File: src/rtl/fault_recovery_ctrl_pkg.sv
// Shared types for the decode-stage fault recovery controller.
package fault_recovery_ctrl_pkg;

    localparam int XLEN_DEFAULT = 32;
    localparam int STATE_W      = 3;

    typedef enum logic [STATE_W-1:0] {
        ST_RUN   = 3'd0,
        ST_FLUSH = 3'd1,
        ST_RETRY = 3'd2,
        ST_WAIT  = 3'd3,
        ST_HALT  = 3'd4
    } state_t;

    // Pipeline control strobes; each one is a pure function of the FSM state.
    typedef struct packed {
        logic stall;
        logic flush;
        logic retry_req;
        logic halt;
    } ctrl_t;

    // Moore decode of the control strobes for a given state.
    function automatic ctrl_t decode_ctrl(state_t s);
        ctrl_t c;
        c = '0;
        case (s)
            ST_FLUSH: begin c.stall = 1'b1; c.flush = 1'b1;     end
            ST_RETRY: begin c.stall = 1'b1; c.retry_req = 1'b1; end
            ST_HALT:  begin c.stall = 1'b1; c.halt = 1'b1;      end
            default:  c = '0;
        endcase
        return c;
    endfunction

endpackage

File: src/rtl/fault_recovery_ctrl_sat_counter.sv
// Saturating incrementer: returns value+1, or value when already all-ones.
module sat_counter #(
    parameter int W = 8
) (
    input  logic [W-1:0] value,
    output logic [W-1:0] result
);

    // Hold at the maximum instead of wrapping back to zero.
    assign result = (&value) ? value : value + W'(1);

endmodule

File: src/rtl/fault_recovery_ctrl.sv
// Fault recovery sequencer: stall/flush, re-issue the faulting PC, count
// retries, and escalate to a sticky halt when one instruction keeps faulting.
module fault_recovery_ctrl
    import fault_recovery_ctrl_pkg::*;
#(
    parameter int XLEN         = XLEN_DEFAULT,
    parameter int MAX_RETRY    = 2,
    parameter int FLUSH_CYCLES = 2,
    parameter int CNT_W        = 8
) (
    input  logic                             clk,
    input  logic                             rst,
    input  logic                             instr_valid,
    input  logic                             fault_detected,
    input  logic [XLEN-1:0]                  pc,
    input  logic                             retire,
    input  logic                             clear_halt,
    output logic                             stall,
    output logic                             flush,
    output logic                             retry_req,
    output logic [XLEN-1:0]                  retry_pc,
    output logic                             halt,
    output logic [XLEN-1:0]                  fault_pc,
    output logic [$clog2(MAX_RETRY+1)-1:0]   retry_cnt,
    output logic [CNT_W-1:0]                 fault_total
);

    localparam int RC_W = $clog2(MAX_RETRY + 1);
    localparam int FC_W = (FLUSH_CYCLES > 1) ? $clog2(FLUSH_CYCLES) : 1;

    state_t          state;
    ctrl_t           ctrl;
    logic [FC_W-1:0] flush_left;
    logic [CNT_W-1:0] fault_total_inc;
    logic            fault_hit;

    assign fault_hit = instr_valid & fault_detected;

    assign stall     = ctrl.stall;
    assign flush     = ctrl.flush;
    assign retry_req = ctrl.retry_req;
    assign halt      = ctrl.halt;

    sat_counter #(.W(CNT_W)) u_fault_total (
        .value  (fault_total),
        .result (fault_total_inc)
    );

    // Sequencer FSM; control strobes are registered alongside the state they decode.
    always_ff @(posedge clk) begin
        // NOTE: reset lives inside the clocked block, so it only acts on an edge and beats every other input.
        if (rst) begin
            state       <= ST_RUN;
            ctrl        <= '0;
            flush_left  <= '0;
            retry_cnt   <= '0;
            fault_total <= '0;
            fault_pc    <= '0;
            retry_pc    <= '0;
        end else begin
            // NOTE: non-blocking assignments so every register updates from pre-edge values.
            case (state)
                ST_RUN: begin
                    if (fault_hit) begin
                        fault_pc    <= pc;
                        retry_pc    <= pc;
                        fault_total <= fault_total_inc;
                        retry_cnt   <= RC_W'(1);
                        flush_left  <= FC_W'(FLUSH_CYCLES - 1);
                        state       <= ST_FLUSH;
                        ctrl        <= decode_ctrl(ST_FLUSH);
                    end
                end
                ST_FLUSH: begin
                    if (flush_left == '0) begin
                        state <= ST_RETRY;
                        ctrl  <= decode_ctrl(ST_RETRY);
                    end else begin
                        flush_left <= flush_left - FC_W'(1);
                    end
                end
                ST_RETRY: begin
                    state <= ST_WAIT;
                    ctrl  <= decode_ctrl(ST_WAIT);
                end
                ST_WAIT: begin
                    // A new fault takes priority over a retire in the same cycle.
                    if (fault_hit) begin
                        fault_pc    <= pc;
                        retry_pc    <= pc;
                        fault_total <= fault_total_inc;
                        if (retry_cnt == RC_W'(MAX_RETRY)) begin
                            state <= ST_HALT;
                            ctrl  <= decode_ctrl(ST_HALT);
                        end else begin
                            retry_cnt  <= retry_cnt + RC_W'(1);
                            flush_left <= FC_W'(FLUSH_CYCLES - 1);
                            state      <= ST_FLUSH;
                            ctrl       <= decode_ctrl(ST_FLUSH);
                        end
                    end else if (retire) begin
                        retry_cnt <= '0;
                        state     <= ST_RUN;
                        ctrl      <= decode_ctrl(ST_RUN);
                    end
                end
                ST_HALT: begin
                    if (clear_halt) begin
                        retry_cnt <= '0;
                        state     <= ST_RUN;
                        ctrl      <= decode_ctrl(ST_RUN);
                    end
                end
                default: begin
                    state <= ST_RUN;
                    ctrl  <= decode_ctrl(ST_RUN);
                end
            endcase
        end
    end

endmodule

File: config.mk
export PLATFORM = sky130hd
export DESIGN_NAME = fault_recovery_ctrl
export DESIGN_NICKNAME = d
export VERILOG_FILES = /design/src/rtl/fault_recovery_ctrl_pkg.sv /design/src/rtl/fault_recovery_ctrl_sat_counter.sv /design/src/rtl/fault_recovery_ctrl.sv
export SDC_FILE = /design/constraint.sdc
export NUM_CORES = 1
export LEC_CHECK = 0
export ABC_AREA = 1
export BUFFER_PORTS_ARGS = -buffer_cell sky130_fd_sc_hd__buf_2
export CAP_MARGIN = 5
export CORE_MARGIN = 8
export CORE_UTILIZATION = 40
export CTS_BUF_LIST = sky130_fd_sc_hd__clkbuf_8 sky130_fd_sc_hd__clkbuf_16
export DETAILED_ROUTE_END_ITERATION = 10
export PLACE_DENSITY = 0.74
export SLEW_MARGIN = 20
export SYNTH_ARGS = -nofsm -noshare
export SYNTH_HDL_FRONTEND = slang
export SYNTH_HIERARCHICAL = 1
export SYNTH_SLANG_ARGS = --single-unit
export TNS_END_PERCENT = 10
File: constraint.sdc
create_clock -name clk -period 1.3 [get_ports clk]
set_input_delay 0.325 -clock clk [delete_from_list [all_inputs] [get_ports clk]]
set_output_delay 0.325 -clock clk [all_outputs]
set_load 0.005 [all_outputs]
==> results of run 1 <==
## timing repair
| item | CTS | global route |
|---|---|---|
| pin swaps | 0 | 9 |
| resized for setup | 4 | 34 |
| buffers inserted | 0 | 5 |
| setup endpoints to repair | 47 | 48 |
## critical path, stage by stage (launching register included)
cell and delay, ns:
dfxtp_4 0.40, clkinvlp_4 0.16, nand2_2 0.12, nand2_4 0.09, nand2_4 0.09, buf_12 0.16
nand2_1 0.07, a21oi_2 0.13
## flip-flops by register name, summed over array words and instances, names as in the netlist
register	cells
fault_pc	32
fault_total	8
flush	1
flush_left	1
halt	1
retry_cnt	2
retry_req	1
stall	1
state	3
## worst max-delay path by stage
stage | from | to | slack, ns | depth (start not counted)
3_5_place_dp | instr_valid | fault_pc[7] | -0.08 | 8
4_1_cts | state[0] | fault_pc[7] | 0.003 | 7
2_1_floorplan | retry_cnt[0] | retry_cnt[1] | 0.02 | 10
6_report | state[0] | fault_pc[7] | 0.02 | 7
3_3_place_gp | state[1] | retry_cnt[0] | -0.04 | 7
5_1_grt | state[0] | fault_total[1] | -0.06 | 7
## cell families (layout without fill, tap and decap cells)
family | after synthesis | in the layout | synth area share (%)
adder cells (fa/ha/maj) | 2 | 2 | 0.990
buffers and inverters | 67 | 168 | 16.1
AO/OA/AOI/OAI | 62 | 62 | 13.0
flip-flops | 50 | 50 | 39.6
AND/OR/NAND/NOR | 157 | 157 | 30.3
## where the power goes
| group | total (mW) | switching, mW | internal (mW) | leakage [nW] |
|---|---|---|---|---|
| sequential | 1.81 | 0.117 | 1.70 | 0.412 |
| clock | 0.930 | 0.501 | 0.429 | 0.0472 |
| combinational | 1.53 | 0.834 | 0.696 | 1.13 |
| total | 4.27 | 1.45 | 2.82 | 1.59 |
## cell usage in the layout, fill, tap and decap left out, types with 8 or more instances in the layout
| master | n |
|---|---|
| a21oi_2 | 13 |
| o21ai_0 | 8 |
| nor2_1 | 9 |
| inv_1 | 14 |
| nand2_1 | 67 |
| a21oi_1 | 37 |
| buf_2 | 115 |
| nand3_1 | 55 |
| dfxtp_1 | 42 |
| buf_4 | 20 |
## area by class of cell
cell class	count	area, um^2	area share, %
clock buffers	6	82.6	2.47
clock inverters	2	12.5	0.374
inverters	18	71.3	2.13
multi-input cells	221	1210	36.3
flip-flops and latches	50	1020	30.5
well taps	77	96.3	2.88
repair buffers	142	848	25.4
## metal layers
layer | vias up | global-route usage [%] | wire length (um)
met1 | 1166 | 16.6 | 2870
met3 | 8 | 2.99 | 569
met4 | 0 | 6.27 | 82
met2 | 102 | 24.2 | 3360
li1 | 1288 | - | -
met5 | - | 0 | 0
==> results.yml, run 1 <==
run_status:
  outcome: "finished, final reports clean"
synthesis:
  synthesis.nets: 378
  synth_edf_count: 0
  syn_inst: 338
  synth_top_area_share_pct: 39.6
  yosys-top-cells-area: "dfxtp_1, nand3_1, nand2_1"
  synth_area_leader_cell: "dfxtp_1"
  yosysMostFrequentCell: "nand2_1"
  avgSynthCellArea_um2: 7.48
  synth_ff_type: "dfxtp_1"
  yosys_register_bits: 50
  async_flop_share_pct: 0
  yosys_warnings: 6
  ys_seq_area_share_pct: 39.6
  syn_area_um2: 2530
  synth_common_cells: "nand2_1, nand3_1, dfxtp_1"
  ys_types: 25
placed_design:
  dp.cells: 503
  dpl.hpwl_mm: 5.03
  numPortBuffers: 115
  gp_congestion: 0.915
  dpl_cell_area_um2: 3090
  dp_slack_ns: -0.0784
sta:
  whs_ns: 0.288
  fmax_mhz: 780
  relSlewSlack_pct: 75.0
  finalWorstSetupSlack_ns: 0.0185
  worstMarginPinSlew_ns: 0.375
  skew_ns: 0.00810
  hold_viol_final: 0
  slew_viol_final: 0
  finalSetupViolCount: 0
  period_minus_slack_ns: 1.28
  finalSetupTns_ns: 0
  min_period_over_period_pct: 98.6
  rsz0062_at_grt: "yes"
cells_and_area:
  drive_gt1_share_pct: 46.0
  fin_area_um2: 3340
  num-nets-final: 478
  area_growth_pct: 32.2
  n_antenna_cell: 0
  layoutNonFillerInstCount: 516
  final_util_pct: 53.5
  nFillCells: 618
setup_path:
  path_max_fanout: 22
  path_class: "reg -> reg"
  setup.worst_path.start_class: "flip-flop"
  timing.rr.end: "fault_pc[7]"
  crit_path_end_kind: "flip-flop"
  reg2reg_depth: 7
  r2r_setup_slack_ns: 0.02
  r2r-start: "state[0]"
  crit_arrival_ns: 1.51
  crit_required_ns: 1.53
clock_tree:
  clk_latency_ns: 0.29
  cts_inserted_buffers: 5
  cts_tree: "built"
  clk_path_buf_depth: 2
  clock-root-buffer: "clkbuf_8"
  path_clk_slew_ns: 0.09
  htreeDepth: 2
  hold_buffers: 0
  clkSinkCount: 50
global_route:
  grt_pass1_vias: 2341
  grt_max_degree: 25
  track_usage_pct: 14.1
  grt_remaining_overflow: 0
  grt_pass1_wl_mm: 10.6
  antenna_found_initial: 0
detailed_routing:
  first_pass_iters: 4
  viasPerCell: 4.97
  drc: 0
  vias: 2564
  avgRoutedWirePerCell_um: 13.3
  drt_iter0_markers: 88
  wl_mm: 6.88
  drtAntennaViolNets: 0
die:
  coreArea_um2: 6240
  die_w_um: 95.5
  ios: 116
  start_util_pct: 40.5
  dieArea_um2: 9120
  rows: 29
  die-height_um: 95.5
power_and_ir_drop:
  vdd_drop_max_v: 0.000682
  leakage_nw: 1.59
  p_per_area_nw_per_um2: 1280
  total_power_mw: 4.27
hold_path:
  min_to: "fault_pc[22]"
  worstHoldStart: "pc[22]"
  hold_class: "in -> reg"
  whs_path_depth: 3
job:
  drv_cap: 0
Power figures use the tool's default switching activity.
==> run 2: changes to the inputs <==
==> constraint.sdc (replaced) <==
create_clock -name clk -period 1.3 [get_ports clk]
set_input_delay 0.195 -clock clk [delete_from_list [all_inputs] [get_ports clk]]
set_output_delay 0.195 -clock clk [all_outputs]
set_load 0.005 [all_outputs]
==> run 2 against run 1 <==
Against the previous run: final cell count shrank 0.19%; highest routed layer unchanged; clock power grew 12%; total power grew 1.6%; register-to-register slack lost 0.02 ns; largest cell class unchanged; flip-flop and latch count is the same; critical path type unchanged; the run now ends with negative setup slack left; clock skew grew 0.00099 ns; die area is the same; first-iteration DRC count grew 15%; via count shrank 0.82%; non-clock buffer count shrank 1.
==> results.yml, run 2 (synthesized netlist as in run 1, its figures left out) <==
clock_tree:
  clock-root-buffer: "clkbuf_8"
  path_clk_slew_ns: 0.09
  cts_tree: "built"
  clkSinkCount: 50
  clk_path_buf_depth: 2
  cts_inserted_buffers: 5
  htreeDepth: 2
  clk_latency_ns: 0.30
detailed_routing:
  drt_iter0_markers: 101
  avgRoutedWirePerCell_um: 13.4
  drc: 0
  first_pass_iters: 4
  wl_mm: 6.92
  drtAntennaViolNets: 0
  viasPerCell: 4.94
  vias: 2543
die:
  die_w_um: 95.5
  ios: 116
  dieArea_um2: 9120
  die-height_um: 95.5
  start_util_pct: 40.5
  rows: 29
  coreArea_um2: 6240
cells_and_area:
  num-nets-final: 477
  area_growth_pct: 32.2
  layout_common_cells: "buf_2, nand2_1, nand3_1, a21oi_1, dfxtp_1"
  drive_gt1_share_pct: 45.0
  seqCellArea_um2: 1020
  top_register: "fault_pc"
  largest_registers: "fault_pc (32), fault_total (8), state (3)"
  n_antenna_cell: 0
  multi_input_area_um2: 1200
  final_common_cell: "buf_2"
  largest_reg_flops: 32
  nFillCells: 613
sta:
  whs_ns: 0.156
  relSlewSlack_pct: 80.2
  rsz0062_at_grt: "yes"
  worstMarginPinSlew_ns: 0.297
  hold_viol_final: 0
  min_period_over_period_pct: 100
  slew_viol_final: 0
  finalSetupViolCount: 1
  fmax_mhz: 766
  skew_ns: 0.00909
  period_minus_slack_ns: 1.30
  finalWorstSetupSlack_ns: -0.00495
setup_path:
  critPathMostFrequentCell: "buf_4"
  crit_required_ns: 1.52
  path_max_fanout: 6
  path_class: "reg -> reg"
  crit_arrival_ns: 1.52
  crit_path_end_kind: "flip-flop"
  crit_slowest_cell: "dfxtp_4"
  cp_cell_sequence: "buf_4 > nor2_4 > nand2_2 > buf_4 > buf_4 > a21oi_2"
  max_stage_delay_ns: 0.38
  setup.worst_path.start_class: "flip-flop"
power_and_ir_drop:
  p_per_area_nw_per_um2: 1300
  leakage_nw: 1.63
  vdd_drop_max_v: 0.000608
hold_path:
  hold_class: "in -> reg"
global_route:
  antenna_found_initial: 0
  grt_max_degree: 27
  track_usage_pct: 14.5
  grt_remaining_overflow: 0
  grt_pass1_wl_mm: 10.8
  grt_pass1_vias: 2469
job:
  drv_cap: 0
run_status:
  violations: "negative setup slack"
  outcome: "complete, but fails checks"
placed_design:
  gp_congestion: 0.904
  dpl.hpwl_mm: 4.99
  dp_slack_ns: -0.0847
  numPortBuffers: 115
## run 2: changes by cell type in the layout (fill, tap and decap cells not counted), moves of 2 or more
| cell | previous run | this run |
|---|---|---|
| buf_4 | 20 | 18 |
| clkinvlp_4 | 2 | 0 |
| nand3_2 | 3 | 5 |
| nand2_4 | 5 | 7 |
| clkbuf_8 | 6 | 8 |
| a21oi_2 | 13 | 4 |
| nand2_1 | 67 | 65 |
| nor2_1 | 9 | 7 |
| a21oi_1 | 37 | 46 |
## run 2: timing repair
item	CTS	global route
setup buffers	0	3
resized for setup	4	34
setup endpoints to repair	47	46
pin swaps	0	12
hold buffers	0	0
gates cloned	0	0
## run 2: worst max-delay path, delay by kind of cell, from the launching register on
family / cells / cell delay, ns
AND/OR/NAND/NOR: 2 / 0.28
AO/OA/AOI/OAI: 1 / 0.15
buffers and inverters: 3 / 0.42
flip-flops: 1 / 0.38
## run 2: cell type report
class	instances	area share (%)
timing repair buffer	141	25.3
tap	77	2.88
multi-input combinational	221	36.1
inverter	18	2.02
clock buffer	8	3.30
sequential	50	30.4
## run 2: where the power goes
part           internal, mW  switching [mW]  leakage [nW]
Clock                 0.538           0.500        0.0575
Combinational         0.659           0.820          1.16
Sequential             1.70           0.128         0.411
Total                  2.89            1.45          1.63
## run 2: worst paths after layout
path	slack (ns)	end	depth (start not counted)	from
setup / recovery	-0.005	state[2]	6	state[2]
hold / removal	0.16	fault_pc[9]	3	pc[9]
hold reg to reg	0.47	fault_pc[14]	2	fault_pc[14]
setup reg to reg	-0.005	state[2]	6	state[2]
## run 2: layer usage
layer  track usage [%]  wire length [um]  share of wire [%]  vias to the layer above
li1                  -                 -                  -                     1273
met2              26.2              3530                 51                       81
met1              16.1              2770                 40                     1182
met4              5.89               103                1.5                        0
met3              3.07               516                7.5                        7
met5                 0                 0                  0                        -
## run 2: through the flow
stage / TNS, ns / total power [mW] / std cells / utilization (%) / cell area (um^2)
floorplan: 0 / 2.74 / 338 / - / 2530
global placement: 0 / 3.20 / 504 / 49.6 / 3100
detailed placement: -0.337 / 3.22 / 504 / 49.6 / 3100
CTS: 0 / 4.28 / 512 / 51.5 / 3210
global route: -0.136 / 4.65 / 515 / 53.5 / 3340
finish: -0.00495 / 4.34 / 515 / 53.5 / 3340
==> run 3: changes to the inputs <==
--- a/config.mk
+++ b/config.mk
@@ -9,10 +9,10 @@
 export BUFFER_PORTS_ARGS = -buffer_cell sky130_fd_sc_hd__buf_2
 export CAP_MARGIN = 5
 export CORE_MARGIN = 8
-export CORE_UTILIZATION = 40
+export CORE_UTILIZATION = 42
 export CTS_BUF_LIST = sky130_fd_sc_hd__clkbuf_8 sky130_fd_sc_hd__clkbuf_16
 export DETAILED_ROUTE_END_ITERATION = 10
-export PLACE_DENSITY = 0.74
+export PLACE_DENSITY = 0.84
 export SLEW_MARGIN = 20
 export SYNTH_ARGS = -nofsm -noshare
 export SYNTH_HDL_FRONTEND = slang
==> run 3 against run 2 <==
Against the previous run: the flow now finishes without violations; clock skew about the same; count of clock-buffer cells in the layout decreased by 2; final area shrank 2.2%; critical endpoint is now fault_total[2].
==> results.yml, run 3 (synthesized netlist as in run 1, its figures left out) <==
detailed_routing:
  wl_mm: 7.17
  first_pass_iters: 4
  drtAntennaViolNets: 0
  avgRoutedWirePerCell_um: 14.1
  vias: 2526
  drt_iter0_markers: 90
  viasPerCell: 4.98
  drc: 0
sta:
  skew_ns: 0.00865
  finalSetupTns_ns: 0
  period_minus_slack_ns: 1.26
  rsz0062_at_grt: "yes"
  finalWorstSetupSlack_ns: 0.0445
  finalSetupViolCount: 0
  worstMarginPinSlew_ns: 0.284
  slew_viol_final: 0
  fmax_mhz: 796
  relSlewSlack_pct: 81.0
  hold_viol_final: 0
  min_period_over_period_pct: 96.6
die:
  die_w_um: 93.6
  start_util_pct: 42.9
  rows: 28
  ios: 116
  coreArea_um2: 5890
  dieArea_um2: 8760
  die-height_um: 93.6
cells_and_area:
  drive_gt1_share_pct: 43.1
  layout_common_cells: "buf_2, nand2_1, nand3_1, a21oi_1, dfxtp_1"
  nFillCells: 575
  area_growth_pct: 29.2
  multi_input_area_um2: 1180
  seqCellArea_um2: 1020
  n_antenna_cell: 0
  num-nets-final: 471
  largest_registers: "fault_pc (32), fault_total (8), state (3)"
  final_common_cell: "buf_2"
  top_register: "fault_pc"
  largest_reg_flops: 32
power_and_ir_drop:
  vdd_drop_max_v: 0.000611
  p_per_area_nw_per_um2: 1300
  leakage_nw: 1.56
clock_tree:
  clock-root-buffer: "clkbuf_8"
  clkSinkCount: 50
  path_clk_slew_ns: 0.09
  cts_inserted_buffers: 5
  htreeDepth: 2
  clk_path_buf_depth: 2
  clk_latency_ns: 0.29
  cts_tree: "built"
  hold_buffers: 0
global_route:
  grt_use_met1_pct: 16.4
  grt_pass1_wl_mm: 11.1
  grt_util_met2_pct: 28.0
  top_usage_layer: "met2"
  grt_remaining_overflow: 0
  grt_pass1_vias: 2453
  grt_max_degree: 50
  grt.met3_usage_pct: 3.45
  antenna_found_initial: 0
  track_usage_pct: 15.1
placed_design:
  gp_congestion: 0.948
  dp_slack_ns: -0.0526
  numPortBuffers: 115
  dpl.hpwl_mm: 5.19
job:
  drv_cap: 0
setup_path:
  path_max_fanout: 7
  crit_arrival_ns: 1.48
  max_stage_delay_ns: 0.37
  critPathMostFrequentCell: "a21oi_2"
  crit_slowest_cell: "dfxtp_2"
  cp_cell_sequence: "ha_4 > nand2_2 > nor2_4 > nand2_4 > a21oi_2 > nand3_1 > a21oi_2"
  path_class: "reg -> reg"
  crit_required_ns: 1.53
  setup.worst_path.start_class: "flip-flop"
  crit_path_end_kind: "flip-flop"
hold_path:
  hold_class: "in -> reg"
run_status:
  outcome: "finished, final reports clean"
[run 3: layout make-up]
| cell class | instances | share of cell area, % |
|---|---|---|
| Inverter | 18 | 2.07 |
| Tap cell | 75 | 2.87 |
| Sequential cell | 50 | 31.2 |
| Clock buffer | 6 | 2.53 |
| Multi-Input combinational cell | 221 | 36.3 |
| Clock inverter | 2 | 0.268 |
| Timing Repair Buffer | 135 | 24.8 |
[run 3: routing by layer]
| layer | vias to the layer above | wire, um |
|---|---|---|
| met3 | 11 | 523 |
| met4 | 0 | 131 |
| met1 | 1161 | 2950 |
| met2 | 87 | 3570 |
| met5 | - | 0 |
| li1 | 1267 | - |
[run 3: metrics by stage]
stage | hold slack, ns | power [mW] | area [um^2] | instances | utilization [%]
2_1_floorplan | 0.360 | 2.74 | 2530 | 338 | -
3_3_place_gp | 0.455 | 3.13 | 3040 | 495 | 51.7
3_5_place_dp | 0.461 | 3.18 | 3040 | 495 | 51.7
4_1_cts | 0.152 | 4.24 | 3180 | 505 | 54.0
5_1_grt | 0.154 | 4.51 | 3270 | 507 | 55.5
6_report | 0.165 | 4.24 | 3270 | 507 | 55.5
[run 3: timing repair]
item	in CTS	in global routing
pin swaps	1	14
gates resized for setup	7	23
buffers inserted	1	2
gates cloned	1	0
setup endpoints to repair	46	48
[run 3: where the power goes]
part | total, mW | internal (mW) | switching, mW
sequential | 1.82 | 1.70 | 0.123
clock | 0.890 | 0.422 | 0.467
combinational | 1.53 | 0.664 | 0.863
total | 4.24 | 2.78 | 1.45
[run 3: final timing paths]
kind	start	to	slack, ns	cells after the start
setup / recovery	fault_total[0]	fault_total[2]	0.04	7
hold reg to reg	fault_pc[5]	fault_pc[5]	0.47	2
hold / removal	pc[9]	fault_pc[9]	0.16	3
setup reg to reg	fault_total[0]	fault_total[2]	0.04	7
[run 3: worst max-delay path, delay by kind of cell, from the launching register on]
family	cells	cell delay (ns)
AO/OA/AOI/OAI	2	0.24
adder cells (fa/ha/maj)	1	0.14
flip-flops	1	0.37
AND/OR/NAND/NOR	4	0.45
